$ cat src/rtl/bus_arbiter_rr.sv
// Round-robin arbiter for the shared system bus: registered one-cycle grant pulse plus ownership tracking.
// Define BUS_ARBITER_WATCHDOG_EN to compile in the stall watchdog, ABORT state and abort strobes.

module bus_arbiter_rr #(
  parameter int          NUM_REQ         = 4,
  parameter logic [15:0] WATCHDOG_CYCLES = 16'd256
) (
  input  logic               clock,
  input  logic               reset,
  input  logic [NUM_REQ-1:0] requestTransaction,
  output logic [NUM_REQ-1:0] transactionGranted,
  input  logic               beginTransactionIn,
  input  logic               endTransactionIn,
  input  logic               dataValidIn,
  input  logic               busErrorIn,
  output logic [3:0]         busOwner,
  output logic               busOwnerValid,
  output logic               endTransactionOut,
  output logic               busErrorOut
);

`ifdef BUS_ARBITER_WATCHDOG_EN
  typedef enum logic [2:0] {IDLE, GRANT, WAIT_BEGIN, BUSY, ABORT} state_t;
  logic [15:0] wd_reg, wd_next;
  logic        abort_reg, abort_next;
  logic        expired;
`else
  typedef enum logic [1:0] {IDLE, GRANT, WAIT_BEGIN, BUSY} state_t;
`endif

  state_t             state_reg, state_next;
  logic [3:0]         ptr_reg, owner_reg, winner;
  logic [NUM_REQ-1:0] grant_reg, grant_next;
  logic               valid_reg, valid_next;
  logic [NUM_REQ-1:0] rotated;
  logic               release_bus;

  assign release_bus = endTransactionIn | busErrorIn;

  // Rotate the requests so bit 0 is the master just after the last winner.
  always_comb begin
    logic [5:0] sum;
    logic       found;
    rotated = NUM_REQ'({requestTransaction, requestTransaction} >> (5'(ptr_reg) + 5'd1));
    found   = 1'b0;
    winner  = ptr_reg;
    sum     = '0;
    for (int j = 0; j < NUM_REQ; j++) begin
      if (!found && rotated[j]) begin
        found = 1'b1;
        sum   = 6'(ptr_reg) + 6'd1 + 6'(j);
        if (sum >= 6'(NUM_REQ)) sum = sum - 6'(NUM_REQ);
        winner = 4'(sum);
      end
    end
  end

  always_ff @(posedge clock or negedge reset) begin
    if (!reset) begin
      state_reg <= IDLE;
      ptr_reg   <= 4'(NUM_REQ - 1);
      owner_reg <= '0;
      grant_reg <= '0;
      valid_reg <= 1'b0;
    end else begin
      state_reg <= state_next;
      grant_reg <= grant_next;
      valid_reg <= valid_next;
      if (state_reg == IDLE && |requestTransaction) begin
        ptr_reg   <= winner;
        owner_reg <= winner;
      end
    end
  end

  always_comb begin
    state_next = state_reg;
    case (state_reg)
      IDLE:       if (|requestTransaction) state_next = GRANT;
      GRANT:      state_next = WAIT_BEGIN;
      WAIT_BEGIN: begin
        if (release_bus) state_next = IDLE;
`ifdef BUS_ARBITER_WATCHDOG_EN
        else if (expired) state_next = ABORT;
`endif
        else if (beginTransactionIn) state_next = BUSY;
      end
      BUSY: begin
        if (release_bus) state_next = IDLE;
`ifdef BUS_ARBITER_WATCHDOG_EN
        else if (expired) state_next = ABORT;
`endif
      end
`ifdef BUS_ARBITER_WATCHDOG_EN
      ABORT:      state_next = IDLE;
`endif
      default:    state_next = IDLE;
    endcase
  end

  // The grant register is loaded while in GRANT, so the pulse lands one cycle later.
  always_comb begin
    grant_next = '0;
    if (state_reg == GRANT) grant_next = NUM_REQ'(1'b1) << owner_reg;
    valid_next = (state_next != IDLE);
`ifdef BUS_ARBITER_WATCHDOG_EN
    abort_next = (state_next == ABORT);
`endif
  end

  assign transactionGranted = grant_reg;
  assign busOwner           = owner_reg;
  assign busOwnerValid      = valid_reg;

`ifdef BUS_ARBITER_WATCHDOG_EN
  assign expired = (wd_reg == WATCHDOG_CYCLES);

  always_comb begin
    wd_next = wd_reg;
    if (state_next == GRANT || beginTransactionIn || dataValidIn)
      wd_next = '0;
    else if ((state_reg == WAIT_BEGIN || state_reg == BUSY) && !expired)
      wd_next = wd_reg + 16'd1;
  end

  always_ff @(posedge clock or negedge reset) begin
    if (!reset) begin
      wd_reg    <= '0;
      abort_reg <= 1'b0;
    end else begin
      wd_reg    <= wd_next;
      abort_reg <= abort_next;
    end
  end

  assign endTransactionOut = abort_reg;
  assign busErrorOut       = abort_reg;
`else
  logic unused_watchdog;
  assign unused_watchdog   = ^{dataValidIn, WATCHDOG_CYCLES};
  assign endTransactionOut = 1'b0;
  assign busErrorOut       = 1'b0;
`endif

endmodule

$ cat config.mk
export PLATFORM = sky130hd
export DESIGN_NAME = bus_arbiter_rr
export DESIGN_NICKNAME = d
export VERILOG_FILES = /design/src/rtl/bus_arbiter_rr.sv
export SDC_FILE = /design/constraint.sdc
export NUM_CORES = 1
export LEC_CHECK = 0
export CAP_MARGIN = 20
export CORE_MARGIN = 8
export CORE_UTILIZATION = 35
export DETAILED_ROUTE_END_ITERATION = 7
export PLACE_DENSITY = 0.58
export SLEW_MARGIN = 20
export SYNTH_ARGS = -nofsm -noshare
export SYNTH_HDL_FRONTEND = slang
export SYNTH_SLANG_ARGS = --single-unit
$ cat constraint.sdc
create_clock -name clock -period 2.85 [get_ports clock]
set_input_delay 0.285 -clock clock [delete_from_list [all_inputs] [get_ports clock]]
set_output_delay 0.285 -clock clock [all_outputs]
set_load 0.05 [all_outputs]
## Word-level counts from Yosys, hierarchy flattened

Cells that the tools add are included.

- Register bits: 15
- Output and inout port bits: 11
- Logic and storage cells: 51
- Bits of input ports: 10

- Bitwise logic cells: 1
- Multiplexer cells: 17
- $lt $le $gt $ge: 4
- Equal/unequal tests: 3
- Reduce and logical (&&, ||, !) cells: 10
- Shifts and indexed selects: 2
- $add $sub $neg: 9

Operators with widths:

| operator | number |
|---|---|
| $mux 4 | 9 |
| $ge 6x3->1 const B | 3 |
| $sub 4x3->4 const B | 4 |
| $add 5x2->6 const B | 2 |
| $add 4x1->5 const B | 2 |
| $mux 2 | 4 |
| $pmux 2 s4 | 1 |
| $shr 8x5->4 | 1 |
| $add 5x1->6 const B | 1 |
| $ge 5x3->1 const B | 1 |
| $eq 2x2->1 const B | 2 |
| $logic_and 1x1->1 | 4 |
| $reduce_or 4->1 | 1 |
| $shl 1x4->4 const A | 1 |
| $logic_not 1->1 | 3 |
| $mux 1 | 3 |
| $eq 2x1->1 const B | 1 |
| $logic_not 2->1 | 1 |
| $reduce_bool 2->1 | 1 |
| $or 1x1->1 | 1 |

## Longest topological paths before layout

Gate-level depths: netlist (run 1).

- Depth after elaboration: 12
- Depth in mapped cells: 15
- Gate-level depth less buffers: 14

## Least setup slack after synthesis (run 1)

Ideal clock, no wire load.

- Path type: register -> register
- Start: register ptr_reg[0]
- End: register ptr_reg[2]
- Setup time: 0.087 ns
- Path slack: -0.012 ns
- Stages on the path, launching flop included: 14
- Data arrival time: 2.775 ns
- Buffers on the path: 1
- Clock period less this slack: 2.862 ns
- Data required time: 2.763 ns
- Cell sequence: dfstp_2 -> buf_6 -> inv_1 -> ha_1 -> ha_1 -> xnor2_1 -> xnor2_2 -> ha_1 -> nand3_1 -> a211o_1 -> a22oi_2 -> xnor2_1 -> o21ai_1 -> a22oi_1

- Word-level cells in the longest chain between the ends: 12
- Elaborated cells between the ends (all ways): 31
- Classes of those cells: 9 x add/sub; 4 x order compare; 1 x shift; 11 x mux; 6 x reduce/logical

Ends and longest elaborated chain:

| what | line | source |
|---|---|---|
| from (decl) | 32 | `logic [3:0] ptr_reg, owner_reg, winner;` |
| from (signal assigned) | 61 | `ptr_reg <= 4'(NUM_REQ - 1);` |
| from (signal assigned) | 70 | `ptr_reg <= winner;` |
| parallel branches: the longest is 11 deep, another holds $add 5x1->6 | -- |  |
| $mux 4 (*) | 49 | `if (!found && rotated[j]) begin` |

Every way passes the cells marked *.
A chain may end at the register's enable or synchronous reset.

## Worst setup path in the final report (run 1)

Ends and elaborated chain as after synthesis.

==> results of run 1 <==
layout make-up:
| type | count | area, sq um |
|---|---|---|
| clock buffer | 4 | 45.04 |
| sequential | 13 | 327.8 |
| fill | 396 | 2146 |
| multi-input combinational | 137 | 1062 |
| timing repair buffer | 34 | 297.8 |
| inverter | 8 | 30.03 |
| tap | 50 | 62.56 |
final timing paths:
path	end	start	depth (start not counted)
setup / recovery	ptr_reg[2]	ptr_reg[0]	12
hold / removal	busOwner[0]	reset	1
setup reg to reg	ptr_reg[2]	ptr_reg[0]	12
hold reg to reg	transactionGranted[2]	busOwner[0]	1
max in group asynchronous	ptr_reg[1]	reset	1
min in group clock	transactionGranted[2]	busOwner[0]	1
worst max-delay path: cells and delay by family, from the launching register on:
| family | cells | cell delay, ns |
|---|---|---|
| fa+ha+maj | 3 | 0.60 |
| simple gates | 1 | 0.08 |
| compound gates | 4 | 0.69 |
| xor+xnor | 4 | 0.68 |
| flops | 1 | 0.60 |
routing by layer:
metal | GRT usage, % | wire length, microns | up-vias
met5 | 0 | 0 | -
met4 | 2.909 | 40 | 0
met3 | 1.786 | 200 | 4
met2 | 18.92 | 1778 | 29
met1 | 12.30 | 1487 | 621
li1 | - | - | 651
kinds of logic (layout without fill, tap and decap cells):
kind of cell | count (synthesis) | after routing | synth area share (%)
AND/OR/NAND/NOR | 70 | 70 | 26.45
AO/OA/AOI/OAI | 35 | 35 | 18.13
buffers and inverters | 21 | 46 | 7.719
adder cells (fa/ha/maj) | 14 | 14 | 12.14
flip-flops | 13 | 13 | 22.72
XOR/XNOR | 12 | 12 | 8.327
multiplexers | 4 | 4 | 4.250
other | 1 | 2 | 0.2599
per-stage QoR:
| stage | cell area [sq um] | TNS (ns) | util, % |
|---|---|---|---|
| finish | 1826 | 0 | 45.97 |
| detailed placement | 1703 | 0 | 42.88 |
| global route | 1826 | -0.07974 | 45.97 |
| floorplan | 1454 | 0 | - |
| global placement | 1703 | 0 | 42.88 |
| CTS | 1750 | 0 | 44.08 |
what timing repair did:
action | CTS | global route
gates resized for setup | 1 | 9
endpoints found under the setup margin | 2 | 2
setup buffers | 0 | 4
pin swaps | 0 | 11
endpoints found under the hold margin | 0 | 0
Yosys cell counts, types with 2 or more instances:
cell type  instances  area, sq um
nand2_1           15        56.30
ha_1              14        175.2
nor2_1            13        48.80
dfrtp_1           11        275.3
nand3_1           11        55.05
xnor2_1            9        78.83
a21oi_1            8        40.04
buf_4              6        45.04
inv_1              6        22.52
o21ai_0            6        30.03
nand2b_1           5        31.28
clkbuf_1           4        15.01
nor2b_1            4        25.02
a31oi_1            3        18.77
nand3b_1           3        22.52
nor3_1             3        15.01
a311oi_1           2        17.52
a311oi_2           2        30.03
and2_1             2        12.51
and3_1             2        12.51
buf_2              2        10.01
dfstp_2            2        52.55
inv_2              2        7.510
mux2i_1            2        20.02
nor3b_1            2        15.01
nor4_1             2        12.51
o2111a_1           2        22.52
o21ai_1            2        10.01
or2_2              2        12.51
==> out/metrics.cfg, run 1 <==
[run_status]
outcome = complete, no violations

[timing]
rsz0062_at_grt = yes
maxSlewHeadroom_pct = 48.56
clock.fmax_mhz = 363.6
finalSetupViolCount = 0
fin_skew_ns = 0.004272
min_period_over_period_pct = 96.51
worstMarginPinSlew_ns = 0.7521
finalHoldViolations = 0
finalWorstSetupSlack_ns = 0.09947
whs_ns = 0.4044
report.final.slew_viol_count = 0
post-route-min-period_ns = 2.751

[clock_network]
clockRootBuffer = clkbuf_8
tritoncts = built
htreeDepth = 1
cts_buffers = 3
path_clk_slew_ns = 0.05
clock_latency_ns = 0.24
clockBufferDepth = 2
postCtsHoldBufs = 0
cts.sink_count = 13

[route]
drt_iter0_markers = 55
wl_mm = 3.507
final_antenna_net_count = 0
vias = 1305
drc = 0
first_pass_iters = 4
wl_per_cell_microns = 14.26
vias_per_cell = 5.305

[final_layout]
instances_no_fill = 246
layout.nets = 221
layout-drive-gt1-share_pct = 21.94
area_growth_pct = 26.54
diodes = 0
mostFrequentLayoutCells = clkdlybuf4s50_1 (17), buf_4 (17), nand2_1 (15)

[placement]
port_buffers = 17
place.detailed.hpwl_mm = 2.842
place.gp.congestion = 0.8767
place_ws_ns = 0.005268
placed_cells = 238

[floorplanning]
die-area_sq_um = 6432
start_util_pct = 36.33
dieWidth_microns = 80.20
num_rows = 23
ios = 21
fp.coreArea_sq_um = 3971
fp.dieH_microns = 80.20

[yosys]
synth_area_per_cell_sq_um = 8.486
yosysWarningCount = 0
syn_inst = 170
synth_edf_count = 0
synth_seq_cells = 13
synthArstFlopShare_pct = 100.0
synth_ff_type = dfrtp_1
synth_area_sq_um = 1443
yosysSeqAreaShare_pct = 22.72
ys_types = 52

[critical_path]
crit_slowest_cell = dfstp_2
slowest_delay_ns = 0.60
cp.arrival_ns = 2.90
crit_fanout = 6
r2r_slack_ns = 0.1
critPathCaptureType = flop
crit_type = reg -> reg
critPathRequiredTime_ns = 3.00
start_kind = flop
path_cells = ha_4, xor2_2, ha_4, xnor2_2, xnor2_2, ha_2, nand3_1, a211o_1, a22oi_2, xnor2_1, o21ai_1, a22oi_1

[global_route]
grt_usage_pct = 10.48
overflow = 0
grt_pass1_vias = 1199
grt_max_degree = 15
grt_antenna_before_repair = 0
grt_pass1_wl_mm = 5.520

[worst_hold_path]
holdCritPathClass = in -> async

[flow_run]
drv_cap = 0

Power of run 1 is left out: the tool's default activity adds up to more than one toggle a clock period on the data nets, which glitch-free logic cannot reach.
==> run 2: changes to the inputs <==
--- a/config.mk
+++ b/config.mk
@@ -9,7 +9,7 @@
 export CORE_MARGIN = 8
 export CORE_UTILIZATION = 35
 export DETAILED_ROUTE_END_ITERATION = 7
-export PLACE_DENSITY = 0.58
+export PLACE_DENSITY = 0.64
 export SLEW_MARGIN = 20
 export SYNTH_ARGS = -nofsm -noshare
 export SYNTH_HDL_FRONTEND = slang
==> out/metrics.cfg, run 2 (synthesis gave the netlist of run 1 again) <==
[placement]
place.gp.congestion = 0.8423  ; was 0.8767
port_buffers = 17  ; unchanged
placed_cells = 239  ; was 238
place.detailed.hpwl_mm = 2.667  ; was 2.842 mm

[timing]
tns_ns = 0  ; unchanged
clock.fmax_mhz = 365.7  ; was 363.6 MHz
report.final.slew_viol_count = 0  ; unchanged
whs_ns = 0.4129  ; was 0.4044 ns
finalHoldViolations = 0  ; unchanged
min_period_over_period_pct = 95.94  ; was 96.51%
maxSlewHeadroom_pct = 53.63  ; was 48.56%
finalSetupViolCount = 0  ; unchanged
worstMarginPinSlew_ns = 0.6902  ; was 0.7521 ns
fin_skew_ns = 0.001671  ; was 0.004272 ns
post-route-min-period_ns = 2.734  ; was 2.751 ns

[floorplanning]
fp.coreArea_sq_um = 3971  ; unchanged
fp.dieH_microns = 80.20  ; unchanged
num_rows = 23  ; unchanged
dieWidth_microns = 80.20  ; unchanged
ios = 21  ; unchanged
die-area_sq_um = 6432  ; unchanged
start_util_pct = 36.33  ; unchanged

[global_route]
grt_usage_pct = 10.66  ; was 10.48%
overflow = 0  ; unchanged
grt_pass1_wl_mm = 5.658  ; was 5.520 mm
grt_antenna_before_repair = 0  ; unchanged
grt_max_degree = 16  ; was 15
grt_pass1_vias = 1246  ; was 1199

[critical_path]
critPathRequiredTime_ns = 3.00  ; about the same
cp.arrival_ns = 2.89  ; was 2.90 ns
crit_type = reg -> reg  ; unchanged
path_cells = inv_1, ha_4, ha_4, xnor2_2, xnor2_2, ha_2, nand3_1, a211o_1, a22oi_2, xnor2_2, o21ai_1, a22oi_1  ; was ha_4, xor2_2, ha_4, xnor2_2, xnor2_2, ha_2, nand3_1, a211o_1, a22oi_2, xnor2_1, o21ai_1, a22oi_1
crit_slowest_cell = dfstp_2  ; unchanged
reg2regPathDepth = 12  ; unchanged
crit_fanout = 6  ; unchanged
critPathCaptureType = flop  ; unchanged
timing.critical_path.mode_cell = xnor2_2
start_kind = flop  ; unchanged
slowest_delay_ns = 0.58  ; was 0.60 ns

[clock_network]
clock_latency_ns = 0.24  ; about the same
htreeDepth = 1  ; unchanged
cts.sink_count = 13  ; unchanged
postCtsHoldBufs = 0  ; unchanged
clockRootBuffer = clkbuf_8  ; unchanged
path_clk_slew_ns = 0.05  ; about the same
clockBufferDepth = 2  ; unchanged
cts_buffers = 3  ; unchanged
tritoncts = built  ; unchanged

[final_layout]
layout.nets = 223  ; was 221
area_growth_pct = 30.27  ; was 26.54%
instances_no_fill = 248  ; was 246
multi_input_area_sq_um = 1101  ; was 1062 sq um
final_common_cell = buf_4
post-route-util_pct = 47.32  ; was 45.97%
mostFrequentLayoutCells = buf_4 (19), clkdlybuf4s50_1 (17), nand2_1 (15)  ; was clkdlybuf4s50_1 (17), buf_4 (17), nand2_1 (15)
fillers = 399  ; was 396
layout-drive-gt1-share_pct = 24.24  ; was 21.94%
diodes = 0  ; unchanged
register_area_sq_um = 327.8  ; unchanged

[route]
drc = 0  ; unchanged
vias_per_cell = 5.302  ; was 5.305
wl_per_cell_microns = 14.40  ; was 14.26 microns
wl_mm = 3.571  ; was 3.507 mm
first_pass_iters = 6  ; was 4
final_antenna_net_count = 0  ; unchanged
drt_iter0_markers = 47  ; was 55
vias = 1315  ; was 1305

[run_status]
outcome = complete, no violations  ; unchanged

[worst_hold_path]
holdCritPathClass = in -> async  ; unchanged

[flow_run]
drv_cap = 0  ; unchanged

run 2: changes by cell type in the layout (fill, tap and decap cells not counted), sizes merged:
| cell | before | now |
|---|---|---|
| buf | 17 | 19 |
run 2: cell type report:
| type | count | share of cell area [%] |
|---|---|---|
| Clock buffer | 4 | 2.397 |
| Inverter | 8 | 1.598 |
| Multi-Input combinational cell | 137 | 58.59 |
| Sequential cell | 13 | 17.44 |
| Tap cell | 50 | 3.329 |
| Timing Repair Buffer | 36 | 16.64 |
run 2: worst max-delay path: cells and delay by family, from the launching register on:
| kind | cells | cell delay [ns] |
|---|---|---|
| flip-flops | 1 | 0.58 |
| buffers and inverters | 1 | 0.10 |
| AO/OA/AOI/OAI | 4 | 0.71 |
| AND/OR/NAND/NOR | 1 | 0.07 |
| adder cells (fa/ha/maj) | 3 | 0.66 |
| XOR/XNOR | 3 | 0.53 |
run 2: worst paths after layout:
path	start	end	slack, ns
worst max-delay path	ptr_reg[0]	ptr_reg[2]	0.12
worst min-delay path	reset	busOwnerValid	0.41
worst max register to register	ptr_reg[0]	ptr_reg[2]	0.12
worst min register to register	busOwner[0]	transactionGranted[2]	0.51
max in group asynchronous	reset	ptr_reg[1]	2.07
min in group clock	busOwner[0]	transactionGranted[2]	0.51
run 2: per-layer routing:
layer / up-vias / track usage [%] / part of all wire [%]
met5: - / 0 / 0
met4: 0 / 2.364 / 1.2
met3: 4 / 2.344 / 4.9
met2: 24 / 17.22 / 48
met1: 630 / 14.05 / 46
li1: 657 / - / -
run 2: metrics by stage:
stage | instance area (sq um) | setup slack, ns
5_1_grt | 1879 | -0.02507
3_5_place_dp | 1710 | -0.02595
2_1_floorplan | 1454 | 0.01770
4_1_cts | 1758 | 0.01452
6_report | 1879 | 0.1156
3_3_place_gp | 1710 | 0.02352
run 2: repair_timing:
action / 4_1_cts / 5_1_grt
gates resized for setup: 1 / 14
setup buffers: 0 / 5
hold endpoints to repair: 0 / 0
setup endpoints to repair: 2 / 2
pin swaps: 0 / 8
Power of run 2 is left out for the same reason.
==> run 3: changes to the inputs <==
--- a/config.mk
+++ b/config.mk
@@ -5,9 +5,11 @@
 export SDC_FILE = /design/constraint.sdc
 export NUM_CORES = 1
 export LEC_CHECK = 0
+export ABC_CLOCK_PERIOD_IN_PS = 2850
 export CAP_MARGIN = 20
 export CORE_MARGIN = 8
 export CORE_UTILIZATION = 35
+export CTS_BUF_LIST = sky130_fd_sc_hd__clkbuf_16
 export DETAILED_ROUTE_END_ITERATION = 7
 export PLACE_DENSITY = 0.64
 export SLEW_MARGIN = 20
==> constraint.sdc (replaced) <==
create_clock -name clock -period 2.85 [get_ports clock]
set_input_delay 0.57 -clock clock [delete_from_list [all_inputs] [get_ports clock]]
set_output_delay 0.57 -clock clock [all_outputs]
set_load 0.05 [all_outputs]
==> out/metrics.cfg, run 3 (synthesis gave the netlist of run 1 again) <==
[route]
vias = 1302  ; was 1315
first_pass_iters = 4  ; was 6
vias_per_cell = 5.336  ; was 5.302
drt_iter0_markers = 82  ; was 47
final_antenna_net_count = 0  ; unchanged
drc = 0  ; unchanged
wl_mm = 3.509  ; was 3.571 mm
wl_per_cell_microns = 14.38  ; was 14.40 microns

[floorplanning]
start_util_pct = 36.33  ; unchanged
die-area_sq_um = 6432  ; unchanged
fp.dieH_microns = 80.20  ; unchanged
num_rows = 23  ; unchanged
fp.coreArea_sq_um = 3971  ; unchanged
dieWidth_microns = 80.20  ; unchanged
ios = 21  ; unchanged

[worst_hold_path]
holdCritPathClass = reg -> reg  ; was in -> async
hold_path_startpoint = busOwner[0]

[timing]
report.final.slew_viol_count = 0  ; unchanged
maxSlewHeadroom_pct = 55.97  ; was 53.63%
post-route-min-period_ns = 2.678  ; was 2.734 ns
finalSetupViolCount = 0  ; unchanged
fin_skew_ns = 0.002444  ; was 0.001671 ns
worstMarginPinSlew_ns = 0.6554  ; was 0.6902 ns
finalHoldViolations = 0  ; unchanged
clock.fmax_mhz = 373.4  ; was 365.7 MHz
min_period_over_period_pct = 93.97  ; was 95.94%

[critical_path]
cp-startpoint = ptr_reg[0]  ; unchanged
crit_fanout = 6  ; unchanged
slowest_delay_ns = 0.59  ; was 0.58 ns
path_delay_family = compound AO/OA/AOI/OAI gates  ; unchanged
cp.arrival_ns = 2.83  ; was 2.89 ns
cp_num_buf_inv = 0  ; was 1
crit_slowest_cell = dfstp_2  ; unchanged
crit_type = reg -> reg  ; unchanged
r2r_slack_ns = 0.17  ; was 0.12 ns
critPathCaptureType = flop  ; unchanged
critPathRequiredTime_ns = 3.00  ; about the same
start_kind = flop  ; unchanged
path_cells = ha_4, xor2_4, ha_4, a21bo_2, a31oi_2, xnor2_2, ha_2, nand2_1, nand3_2, nor2b_2, nand2_1, o2111ai_1, a32oi_1  ; was inv_1, ha_4, ha_4, xnor2_2, xnor2_2, ha_2, nand3_1, a211o_1, a22oi_2, xnor2_2, o21ai_1, a22oi_1
r2r-start = ptr_reg[0]  ; unchanged

[placement]
placed_cells = 240  ; was 239
place.gp.congestion = 0.8426  ; was 0.8423
port_buffers = 17  ; unchanged
place.detailed.hpwl_mm = 2.685  ; was 2.667 mm

[run_status]
outcome = complete, no violations  ; unchanged

[clock_network]
tritoncts = built  ; unchanged
clock_latency_ns = 0.24  ; about the same
postCtsHoldBufs = 0  ; unchanged
clockRootBuffer = clkbuf_16  ; was clkbuf_8
clockBufferDepth = 2  ; unchanged
path_clk_slew_ns = 0.04  ; was 0.05 ns
cts_buffers = 3  ; unchanged
htreeDepth = 1  ; unchanged
cts.sink_count = 13  ; unchanged

[final_layout]
instances_no_fill = 244  ; was 248
layout.nets = 219  ; was 223
area_growth_pct = 29.57  ; was 30.27%
final_common_cell = clkdlybuf4s50_1  ; was buf_4
post-route-util_pct = 47.07  ; was 47.32%
layout-drive-gt1-share_pct = 22.68  ; was 24.24%
diodes = 0  ; unchanged
mostFrequentLayoutCells = clkdlybuf4s50_1 (17), nand2_1 (15), buf_4 (15)  ; was buf_4 (19), clkdlybuf4s50_1 (17), nand2_1 (15)

[global_route]
grt_max_degree = 16  ; unchanged
grt_antenna_before_repair = 0  ; unchanged
overflow = 0  ; unchanged
grt_usage_pct = 10.79  ; was 10.66%
grt_pass1_vias = 1205  ; was 1246
grt_pass1_wl_mm = 5.713  ; was 5.658 mm

[flow_run]
drv_cap = 0  ; unchanged

## run 3: worst paths after layout
path                       depth (start not counted)                     to
max reg2reg                                       13             ptr_reg[3]
min                                                1  transactionGranted[2]
max                                               13             ptr_reg[3]
max in group asynchronous                          1             ptr_reg[2]
min reg2reg                                        1  transactionGranted[2]
min in group asynchronous                          1  transactionGranted[2]
## run 3: what timing repair did
item,in CTS,in global routing
buffers inserted,0,0
pin swaps,0,5
gates resized for setup,1,12
setup endpoints to repair,1,2
gates cloned,0,0
## run 3: routing by layer
layer  share of wire, %  wire length, microns  GRT usage, %  vias to the layer above
li1                   -                     -             -                      653
met1                 47                  1658         14.89                      631
met2                 49                  1702         17.22                       16
met3                3.7                   131         2.009                        2
met4               0.48                    17         1.636                        0
met5                  0                     0             0                        -
## run 3: per-stage QoR
stage          instance area [sq um]    TNS (ns)  hold WS [ns]  setup WS [ns]
6_report                        1869           0        0.5217         0.1718
3_5_place_dp                    1718   -0.008247        0.5200      -0.008247
3_3_place_gp                    1718           0        0.5082        0.01812
5_1_grt                         1869  -0.0009666        0.5570     -0.0009666
2_1_floorplan                   1454           0        0.2744        0.01770
4_1_cts                         1799           0        0.5240        0.01835
## run 3: worst reg2reg max path, delay by kind of cell (launching register included)
kind	cells	cell delay, ns
compound gates	4	0.79
fa+ha+maj	3	0.60
flops	1	0.59
xor+xnor	2	0.37
simple gates	4	0.26
## run 3: final cells by class
type,instances,area [sq um]
flip-flops and latches,13,327.8
clock buffers,3,75.07
well taps,50,62.56
clock inverters,1,3.754
fillers,390,2102
inverters,8,30.03
multi-input cells,137,1087
repair buffers,32,282.8
Power of run 3 is left out for the same reason.
